[src/rtl/countdown_arbiter.sv]
// Round-robin arbiter that shares one programmable countdown timer among N_REQ requesters.
// The winner's length is loaded, counted down to zero, and a one-cycle done pulse goes back to the owner.
module countdown_arbiter #(
    parameter int N_REQ = 4,
    parameter int CNT_W = 8
) (
    input  logic                   clk,
    input  logic                   rst,
    input  logic [N_REQ-1:0]       req,
    input  logic [N_REQ*CNT_W-1:0] len,
    output logic [N_REQ-1:0]       grant,
    output logic                   busy,
    output logic [CNT_W-1:0]       count,
    output logic [N_REQ-1:0]       done
);

    localparam int IDX_W = (N_REQ > 1) ? $clog2(N_REQ) : 1;

    typedef enum logic [1:0] {
        IDLE = 2'd0,
        RUN  = 2'd1,
        FIRE = 2'd2
    } state_t;

    state_t           state_r;
    state_t           next_state_s;
    logic [IDX_W-1:0] owner_r;
    logic [IDX_W-1:0] owner_nx_s;
    logic [IDX_W-1:0] last_r;
    logic [IDX_W-1:0] last_nx_s;
    logic [IDX_W-1:0] pick_s;
    logic             pick_vld_s;
    logic [CNT_W-1:0] count_r;
    logic [CNT_W-1:0] count_nx_s;
    logic [N_REQ-1:0] grant_r;
    logic [N_REQ-1:0] grant_nx_s;
    logic [N_REQ-1:0] done_r;
    logic [N_REQ-1:0] done_nx_s;
    logic             busy_r;
    logic             busy_nx_s;

    // Index base+off wrapped modulo N_REQ (off is at most N_REQ, so one subtraction suffices).
    function automatic logic [IDX_W-1:0] rr_next(input logic [IDX_W-1:0] base, input int off);
        int sum;
        sum = int'(base) + off;
        if (sum >= N_REQ) begin
            sum = sum - N_REQ;
        end else begin
            sum = sum;
        end
        return IDX_W'(sum);
    endfunction

    // Round-robin search starting just after the last owner.
    always_comb begin
        pick_s     = last_r;
        pick_vld_s = 1'b0;
        for (int i = 1; i <= N_REQ; i++) begin
            if (!pick_vld_s && req[rr_next(last_r, i)]) begin
                pick_s     = rr_next(last_r, i);
                pick_vld_s = 1'b1;
            end else begin
                pick_vld_s = pick_vld_s;
            end
        end
    end

    // Next-state and datapath: req/len are only looked at while IDLE.
    always_comb begin
        next_state_s = state_r;
        owner_nx_s   = owner_r;
        last_nx_s    = last_r;
        count_nx_s   = count_r;
        case (state_r)
            IDLE: begin
                if (pick_vld_s) begin
                    next_state_s = RUN;
                    owner_nx_s   = pick_s;
                    last_nx_s    = pick_s;
                    count_nx_s   = len[int'(pick_s)*CNT_W +: CNT_W];
                end else begin
                    next_state_s = IDLE;
                end
            end
            RUN: begin
                if (count_r == {CNT_W{1'b0}}) begin
                    next_state_s = FIRE;
                end else begin
                    count_nx_s = count_r - {{(CNT_W-1){1'b0}}, 1'b1};
                end
            end
            FIRE: begin
                next_state_s = IDLE;
            end
            default: begin
                next_state_s = IDLE;
            end
        endcase
    end

    // Output decode from the upcoming state so grant/busy/done can be registered with it.
    always_comb begin
        grant_nx_s = {N_REQ{1'b0}};
        done_nx_s  = {N_REQ{1'b0}};
        busy_nx_s  = 1'b0;
        case (next_state_s)
            IDLE: begin
                busy_nx_s = 1'b0;
            end
            RUN: begin
                grant_nx_s[owner_nx_s] = 1'b1;
                busy_nx_s              = 1'b1;
            end
            FIRE: begin
                grant_nx_s[owner_nx_s] = 1'b1;
                done_nx_s[owner_nx_s]  = 1'b1;
                busy_nx_s              = 1'b1;
            end
            default: begin
                busy_nx_s = 1'b0;
            end
        endcase
    end

    // State, datapath and output registers; last resets to N_REQ-1 so requester 0 wins first.
    always_ff @(posedge clk) begin
        if (rst) begin
            state_r <= IDLE;
            owner_r <= {IDX_W{1'b0}};
            last_r  <= IDX_W'(N_REQ - 1);
            count_r <= {CNT_W{1'b0}};
            grant_r <= {N_REQ{1'b0}};
            done_r  <= {N_REQ{1'b0}};
            busy_r  <= 1'b0;
        end else begin
            state_r <= next_state_s;
            owner_r <= owner_nx_s;
            last_r  <= last_nx_s;
            count_r <= count_nx_s;
            grant_r <= grant_nx_s;
            done_r  <= done_nx_s;
            busy_r  <= busy_nx_s;
        end
    end

    assign grant = grant_r;
    assign done  = done_r;
    assign busy  = busy_r;
    assign count = count_r;

endmodule

[config.mk]
export PLATFORM = sky130hd
export DESIGN_NAME = countdown_arbiter
export DESIGN_NICKNAME = d
export VERILOG_FILES = /design/src/rtl/countdown_arbiter.sv
export SDC_FILE = /design/constraint.sdc
export NUM_CORES = 1
export LEC_CHECK = 0
export CORE_MARGIN = 2
export CORE_UTILIZATION = 39
export DETAILED_ROUTE_END_ITERATION = 16
export PLACE_DENSITY = 0.76
export SLEW_MARGIN = 20
export SYNTH_ARGS = -nofsm -noshare
export SYNTH_HDL_FRONTEND = slang
export SYNTH_SLANG_ARGS = --single-unit
[constraint.sdc]
create_clock -name clk -period 1.9 [get_ports clk]
set_clock_uncertainty 0.1 [all_clocks]
set_input_delay 0.38 -clock clk [delete_from_list [all_inputs] [get_ports clk]]
set_output_delay 0.38 -clock clk [all_outputs]
set_load 0.1 [all_outputs]
==> results of run 1 <==
[registers in the layout, indices dropped and copies added, names as in the netlist]
register  flops
count         8
done          4
grant         4
last_r        2
owner_r       2
state_r       2
busy          1
[cell families after synthesis]
kind of cell	after synthesis
and+or+nand+nor	73
AOI/OAI and AO/OA	40
DFF	23
buffers and inverters	12
muxes	6
xor gates and xnor gates	3
adders and majority gates	3
[stage by stage]
stage               std cells  TNS [ps]    util
floorplan                 160    -983.4       -
global placement          288    -10320  0.7265
detailed placement        288    -12410  0.7265
CTS                       294    -152.7  0.7582
global route              294     -1024  0.7889
finish                    294    -330.1  0.7889
[layout make-up]
class | instances | area [sq um] | area share
Clock buffer | 3 | 22.52 | 0.008423
Clock inverter | 1 | 5.005 | 0.001872
Inverter | 5 | 18.77 | 0.007019
Multi-Input combinational cell | 125 | 1077 | 0.4029
Sequential cell | 23 | 481.7 | 0.1802
Tap cell | 46 | 57.56 | 0.02153
Timing Repair Buffer | 91 | 1011 | 0.3781
[report_power, final]
| part | switching [mW] | internal, mW | total, mW |
|---|---|---|---|
| registers | 0.199 | 0.653 | 0.852 |
| clock network | 0.168 | 0.0793 | 0.247 |
| logic | 1.75 | 1.35 | 3.11 |
| total | 2.12 | 2.09 | 4.21 |
[Yosys cell counts, drive strengths merged (2+ instances only)]
cell	n	share of area
xnor2	2	0.013
a21o	2	0.011
or3	3	0.017
a21oi	2	0.0072
a211o	2	0.013
nor4	5	0.022
nor3	15	0.054
ha	3	0.027
o211a	2	0.014
a32o	4	0.029
dfxtp	23	0.33
mux4	3	0.054
nor2	15	0.044
nand3	6	0.022
a211oi	3	0.025
mux2i	3	0.022
nand2	11	0.030
or4	3	0.019
buf	4	0.013
o21ai	10	0.039
a2111oi	3	0.023
clkbuf	3	0.0081
nor3b	4	0.025
inv	5	0.013
a31oi	5	0.022
o21ba	2	0.014
and3	4	0.018
nand2b	2	0.0090
nor2b	4	0.023
[cells in the final DEF (no fill, tap or decap), types with 3 or more instances in the layout]
cell,n
clkdlybuf4s50_1,33
buf_4,33
buf_12,18
dfxtp_1,14
nor2_1,12
nor3_1,10
nand2_1,9
o21ai_0,8
nand3_1,6
nor3_2,5
dfxtp_2,5
a31oi_1,4
a32o_1,4
dfxtp_4,4
nor2b_4,3
inv_1,3
nor2_4,3
nor3b_1,3
mux2i_1,3
and3_1,3
clkbuf_4,3
[routing by layer]
metal	part of all wire	vias to the layer above	wire length, um
met4	0.035	0	197
met3	0.072	23	409
met2	0.50	108	2873
met1	0.39	834	2217
li1	-	791	-
met5	0	-	0
[worst max-delay path, stage by stage (launching register included)]
cell       delay (ps)
dfxtp_4           400
nand2b_4          140
o21ai_4            70
a211oi_4          300
buf_6             160
mux4_2            530
nor2_4            150
a2111oi_4          60
[final timing paths]
path / depth (start not counted) / slack, ps / to / startpoint
hold reg to reg: 2 / 480 / last_r[0] / last_r[0]
setup reg to reg: 7 / -100 / count[7] / last_r[0]
hold / removal: 2 / 480 / last_r[0] / last_r[0]
setup / recovery: 7 / -100 / count[7] / last_r[0]
[timing repair]
item	CTS	global route
hold buffers	0	0
setup buffers	2	0
gates resized for setup	25	18
setup endpoints to repair	21	17
pin swaps	3	6
==> reports/qor.yml, run 1 <==
status:
  outcome: "finished, violations left"
  violations: "negative setup slack"
drt:
  wl_per_cell_um: 19.38
  ant_nets: 0
  post_drt_via_cell_ratio: 5.973
  via_count: 1756
  wirelength_mm: 5.698
  drc: 0
  drt_iter0_markers: 127
  dr.pass1.iters: 4
synthesis:
  synth_top_family_by_area: "simple AND/OR/NAND/NOR gates"
  ys.flop_type: "dfxtp_1"
  ys_types: 46
  synthSimpleGateAreaFrac: 0.2870
  yosys_warnings: 0
  synth-edff-count: 0
  synth_seq_cells: 23
  synthMuxAreaShare: 0.07534
  synth_compound_area_frac: 0.2269
  yosysSeqAreaShare: 0.3300
  synth_xor_area_frac: 0.01883
  synth_cells: 160
  synthesis.nets: 201
  syn-cell-area_sq_um: 1395
  syn_area_per_cell_sq_um: 8.719
  synthArstFlopShare: 0
  synth_adder_area_share: 0.02691
floorplan:
  io_pins: 55
  dieArea_sq_um: 4072
  die_w_um: 63.81
  core-area_sq_um: 3390
  die_h_um: 63.81
  num_rows: 21
  initial_utilization: 0.4116
power:
  power_mw: 4.206
  ir_worst_vdd_uv: 565.9
  power.leakage_nw: 1.087
  p_per_area_nw_per_um2: 1573
final_layout:
  stdcell_area_sq_um: 2674
  area_growth_pct: 91.66
  fillers: 211
  drive_above_1_share: 0.4355
  antenna_cells: 0
  final_nets: 290
global_route:
  antenna_found_initial: 0
  grt_overflow: 0
  grt_pass1_vias: 1725
  grt_use_met3: 0.05106
  track_usage: 0.2585
  grt_max_degree: 14
  grt_first_pass_wirelength_mm: 8.190
  grt_busiest_layer: "met2"
  met1_usage: 0.2974
  met2_usage: 0.4557
timing:
  fmax_mhz: 500.0
  hold_slack_ps: 482.3
  worst_slack_ps: -99.95
  timing.final.crit_share: 1.053
  worst_pin_slew_ps: 566.3
  timing.slew.headroom: 0.6211
  setup_viol: 7
  report.final.slew_viol_count: 0
  rsz0062_at_grt: "yes"
  hold_viol: 0
  fin_crit_ps: 2000
flow_run:
  drv_cap: 0
critical_path:
  crit_type: "reg -> reg"
  cp-end-kind: "flop"
  cp_max_fo: 4
  cp.arrival_ps: 2130
  cp-start-kind: "flop"
  crit_required_ps: 2030
clocking:
  cts_tree: "done"
  clockBufferDepth: 2
  cts_root_buf: "clkbuf_4"
  clk_pin_slew_ps: 150
  cts_sinks: 23
  numCtsBuffers: 3
  htree_levels: 1
  clk_latency_ps: 340
place:
  place_area_sq_um: 2462
  hpwlAfterDp_mm: 4.140
  portBuffers: 54
  preCtsSetupSlack_ps: -722.7
  place.gp.congestion: 0.8410
min_path:
  hold_path_class: "reg -> reg"
Note: power is estimated with default switching activity, not from simulation.
==> run 2, diff against run 1 <==
--- a/config.mk
+++ b/config.mk
@@ -8,8 +8,8 @@
 export CORE_MARGIN = 2
 export CORE_UTILIZATION = 39
 export DETAILED_ROUTE_END_ITERATION = 16
-export PLACE_DENSITY = 0.76
-export SLEW_MARGIN = 20
+export PLACE_DENSITY = 0.84
+export SLEW_MARGIN = 40
 export SYNTH_ARGS = -nofsm -noshare
 export SYNTH_HDL_FRONTEND = slang
 export SYNTH_SLANG_ARGS = --single-unit
==> reports/qor.yml, run 2 (synthesis gave the netlist of run 1 again) <==
critical_path:
  path_buf_inv: 1  # unchanged
  rrSetupSlack_ps: -160  # -60 ps
  critPathSlowestCell: "or4_1"
  cp.arrival_ps: 2190  # +60 ps
  crit_type: "reg -> reg"
  max_stage_delay_ps: 540  # about the same
  cp-start-kind: "flop"
  reg2regPathDepth: 7  # unchanged
  crit_chain: "inv_2 > ha_1 > nand2_1 > or4_1 > a21oi_1 > nor3b_1 > a211o_1"
  crit_required_ps: 2020  # about the same
  cp_top_family: "simple AND/OR/NAND/NOR gates"
  cp_max_fo: 3  # -1
  cp-end-kind: "flop"
  crit_cells: 7  # unchanged
clocking:
  clk_pin_slew_ps: 140  # about the same
  clockBufferDepth: 2  # unchanged
  numCtsBuffers: 3  # unchanged
  clk_latency_ps: 330  # about the same
  htree_levels: 1  # unchanged
  cts_tree: "done"
  cts_root_buf: "clkbuf_4"
  cts_sinks: 23  # unchanged
final_layout:
  final_cell_mix: "buf_4, clkdlybuf4s50_1, buf_12"
  drive_above_1_share: 0.4506  # +0.01511
  area_growth_pct: 96.50
  largest_register_ffs: 8  # unchanged
  final_nets: 295  # +1.7%
  layout_commonest_cell: "buf_4"
  stdcell_area_sq_um: 2741  # +2.5%
  antenna_cells: 0  # unchanged
  fillers: 182  # -14%
drt:
  ant_nets: 0  # unchanged
  drc: 0  # unchanged
  dr.pass1.iters: 5  # +1
  drt_iter0_markers: 68  # -46%
  post_drt_via_cell_ratio: 5.773  # -3.4%
  wl_per_cell_um: 18.06  # -6.8%
  wirelength_mm: 5.399  # -5.2%
  via_count: 1726  # -1.7%
status:
  outcome: "finished, violations left"
  violations: "negative setup slack"
place:
  preCtsSetupSlack_ps: -694.6  # +28.06 ps
  place_area_sq_um: 2482  # +0.81%
  place.gp.congestion: 0.8867  # +5.4%
  hpwlAfterDp_mm: 3.533  # -15%
  portBuffers: 54  # unchanged
global_route:
  grt_max_degree: 14  # unchanged
  grt_overflow: 0  # unchanged
  track_usage: 0.2436  # -0.01493
  grt_first_pass_wirelength_mm: 7.797  # -4.8%
  antenna_found_initial: 0  # unchanged
  grt_pass1_vias: 1670  # -3.2%
floorplan:
  num_rows: 21  # unchanged
  core-area_sq_um: 3390  # unchanged
  die_h_um: 63.81  # unchanged
  dieArea_sq_um: 4072  # unchanged
  io_pins: 55  # unchanged
  die_w_um: 63.81  # unchanged
  initial_utilization: 0.4116  # unchanged
timing:
  timing.slew.headroom: 0.6698  # +0.04873
  hold_slack_ps: 487.0  # +4.709 ps
  hold_viol: 0  # unchanged
  fin_crit_ps: 2062  # +62.11 ps
  worst_slack_ps: -162.1  # -62.11 ps
  timing.final.crit_share: 1.085  # +0.03269
  setup_viol: 9  # +2
  rsz0062_at_grt: "yes"
  worst_pin_slew_ps: 492.6  # -73.68 ps
  fmax_mhz: 485.0  # -3.0%
  report.final.slew_viol_count: 0  # unchanged
min_path:
  hold_path_class: "reg -> reg"
  min_path_cells: 2  # unchanged
power:
  p_per_area_nw_per_um2: 1530  # -2.7%
  power.leakage_nw: 1.124  # +3.4%
  ir_worst_vdd_uv: 1474  # +160%
flow_run:
  drv_cap: 0  # unchanged
==> run 2: cell count changes in the layout (fill, tap and decap cells not counted), moves of 2 or more <==
cell | previous run | this run
o21ai_1 | 1 | 5
nor4_4 | 1 | 3
buf_4 | 33 | 35
nor3_2 | 5 | 7
o21ai_0 | 8 | 4
buf_6 | 2 | 6
nor3_1 | 10 | 8
==> run 2: where the power goes <==
part / internal, mW / leakage, nW / switching [mW]
logic: 1.35 / 0.913 / 1.72
clock network: 0.0792 / 0.0177 / 0.163
registers: 0.654 / 0.193 / 0.223
==> run 2: tightest hold or removal path, delay by kind of cell (launching register included) <==
family             cells  cell delay (ps)
AOI/OAI and AO/OA      1              100
DFF                    1              410
and+or+nand+nor        1               60
==> run 2: worst paths after layout <==
path              startpoint         to
setup reg to reg    count[0]   count[6]
hold / removal     last_r[0]  last_r[0]
hold reg to reg    last_r[0]  last_r[0]
setup / recovery    count[0]   count[6]
==> run 2: metrics by stage <==
step	power [mW]	TNS, ps	utilization	cells
global placement	3.495	-10890	0.7324	289
finish	4.194	-451.5	0.8088	299
global route	4.358	-1010	0.8088	299
detailed placement	3.558	-12010	0.7324	289
floorplan	2.502	-983.4	-	160
CTS	3.927	-215.0	0.7722	298
==> run 2: per-layer routing <==
layer	vias up	global-route usage	part of all wire
li1	797	-	-
met1	817	0.2796	0.36
met2	88	0.4570	0.53
met3	24	0.03873	0.065
met4	0	0.07337	0.040
met5	-	0	0
==> run 2: what timing repair did <==
action                                  in CTS  in global routing
endpoints found under the setup margin      21                 19
setup buffers                                5                  1
hold buffers                                 0                  0
pin swaps                                    8                 14
gates resized for setup                     26                 24
==> run 2: layout make-up <==
| class | count | area (sq um) | share of cell area |
|---|---|---|---|
| Multi-Input combinational cell | 125 | 1094 | 0.3989 |
| Timing Repair Buffer | 96 | 1060 | 0.3866 |
| Sequential cell | 23 | 481.7 | 0.1757 |
| Tap cell | 46 | 57.56 | 0.02099 |
| Clock buffer | 3 | 22.52 | 0.008215 |
| Inverter | 5 | 21.27 | 0.007759 |
| Clock inverter | 1 | 5.005 | 0.001826 |
==> run 3, diff against run 2 <==
--- a/config.mk
+++ b/config.mk
@@ -5,10 +5,11 @@
 export SDC_FILE = /design/constraint.sdc
 export NUM_CORES = 1
 export LEC_CHECK = 0
+export ABC_CLOCK_PERIOD_IN_PS = 1900
 export CORE_MARGIN = 2
 export CORE_UTILIZATION = 39
 export DETAILED_ROUTE_END_ITERATION = 16
-export PLACE_DENSITY = 0.84
+export PLACE_DENSITY = 0.72
 export SLEW_MARGIN = 40
 export SYNTH_ARGS = -nofsm -noshare
 export SYNTH_HDL_FRONTEND = slang
==> reports/qor.yml, run 3 (synthesis gave the netlist of run 1 again) <==
place:
  portBuffers: 54  # unchanged
  preCtsSetupSlack_ps: -707.3  # -12.67 ps
  hpwlAfterDp_mm: 3.979  # +13%
  place.gp.congestion: 0.8491  # -4.2%
global_route:
  track_usage: 0.2581  # +0.01455
  grt_pass1_vias: 1751  # +4.9%
  antenna_found_initial: 0  # unchanged
  grt_max_degree: 14  # unchanged
  grt_first_pass_wirelength_mm: 8.293  # +6.4%
  grt_overflow: 0  # unchanged
floorplan:
  num_rows: 21  # unchanged
  initial_utilization: 0.4116  # unchanged
  die_w_um: 63.81  # unchanged
  dieArea_sq_um: 4072  # unchanged
  die_h_um: 63.81  # unchanged
  core-area_sq_um: 3390  # unchanged
  io_pins: 55  # unchanged
clocking:
  clk_pin_slew_ps: 130  # about the same
  htree_levels: 1  # unchanged
  clockBufferDepth: 2  # unchanged
  numCtsBuffers: 3  # unchanged
  clk_latency_ps: 330  # about the same
  cts_tree: "done"
  cts_sinks: 23  # unchanged
  cts_root_buf: "clkbuf_4"
critical_path:
  crit_type: "reg -> reg"
  max_stage_delay_ps: 410  # -130 ps
  cp.arrival_ps: 2170  # -20 ps
  critPathSlowestCell: "dfxtp_4"
  cp_max_fo: 6  # +3
  cp-start-kind: "flop"
  crit_chain: "inv_4 > ha_4 > nor2b_4 > and3_4 > a21o_1 > buf_6 > buf_4 > or3_1 > a31oi_1"
  cp-end-kind: "flop"
  crit_required_ps: 2050  # +30 ps
final_layout:
  drive_above_1_share: 0.4358  # -0.01480
  area_growth_pct: 92.83
  largest_register_ffs: 8  # unchanged
  antenna_cells: 0  # unchanged
  layout_commonest_cell: "buf_4"
  final_nets: 299  # +1.4%
  final_cell_mix: "buf_4, clkdlybuf4s50_1, buf_12"
timing:
  timing.final.crit_share: 1.062  # -0.02359
  hold_slack_ps: 470.9  # -16.12 ps
  timing.slew.headroom: 0.6632  # -0.006623
  hold_viol: 0  # unchanged
  report.final.slew_viol_count: 0  # unchanged
  worst_slack_ps: -117.2  # +44.82 ps
  tns_ps: -461.0  # -9.554 ps
  fin_crit_ps: 2017  # -44.82 ps
  rsz0062_at_grt: "yes"
  worst_pin_slew_ps: 502.5  # +9.881 ps
  fmax_mhz: 495.7  # +2.2%
  setup_viol: 6  # -3
power:
  power_mw: 4.145  # -1.2%
  p_per_area_nw_per_um2: 1541  # +0.71%
  ir_worst_vdd_uv: 709.4  # -52%
  power.leakage_nw: 1.121  # -0.20%
status:
  violations: "negative setup slack"
  outcome: "finished, violations left"
flow_run:
  drv_cap: 0  # unchanged
drt:
  ant_nets: 0  # unchanged
  drt_iter0_markers: 144  # +110%
  drc: 0  # unchanged
  via_count: 1690  # -2.1%
  wirelength_mm: 5.152  # -4.6%
  dr.pass1.iters: 4  # -1
  post_drt_via_cell_ratio: 5.578  # -3.4%
  wl_per_cell_um: 17.00  # -5.8%
min_path:
  hold_path_class: "reg -> reg"
==> run 3: repair_timing <==
item,in CTS,in global routing
endpoints found under the hold margin,0,0
pin swaps,8,9
gates resized for setup,22,20
hold buffers,0,0
buffers inserted,3,3
endpoints found under the setup margin,21,17
==> run 3: final cells by class <==
class | count | area (sq um)
fillers | 215 | 699.4
flip-flops and latches | 23 | 481.7
multi-input cells | 125 | 1025
inverters | 5 | 21.27
repair buffers | 100 | 1077
clock inverters | 1 | 5.005
well taps | 46 | 57.56
clock buffers | 3 | 22.52
==> run 3: worst max-delay path, delay by kind of cell (launching register included) <==
kind / cells / cell delay (ps)
simple gates: 3 / 600
flops: 1 / 410
compound gates: 2 / 360
buf+inv: 3 / 320
fa+ha+maj: 1 / 150
==> run 3: metrics by stage <==
stage | cells | instance area [sq um] | utilization
2_1_floorplan | 160 | 1474 | -
3_3_place_gp | 295 | 2515 | 0.7420
3_5_place_dp | 295 | 2515 | 0.7420
4_1_cts | 302 | 2614 | 0.7711
5_1_grt | 303 | 2690 | 0.7937
6_report | 303 | 2690 | 0.7937
==> run 3: power by group <==
| group | switching (mW) | internal (mW) | leakage (nW) |
|---|---|---|---|
| Clock | 0.157 | 0.0792 | 0.0177 |
| Sequential | 0.197 | 0.654 | 0.193 |
| Combinational | 1.68 | 1.38 | 0.911 |
| Total | 2.04 | 2.11 | 1.12 |
==> run 3: worst paths after layout <==
| kind | from | to | slack [ps] | cells after the start |
|---|---|---|---|---|
| setup reg to reg | count[0] | count[0] | -120 | 9 |
| setup / recovery | count[0] | count[0] | -120 | 9 |
| hold / removal | last_r[0] | last_r[0] | 470 | 2 |
| hold reg to reg | last_r[0] | last_r[0] | 470 | 2 |
==> run 3: routing by layer <==
layer | up-vias | global-route usage | wire length, um
met5 | - | 0 | 0
met4 | 0 | 0.06250 | 67
met3 | 7 | 0.02641 | 197
met2 | 57 | 0.5026 | 2870
met1 | 822 | 0.2961 | 2016
li1 | 804 | - | -
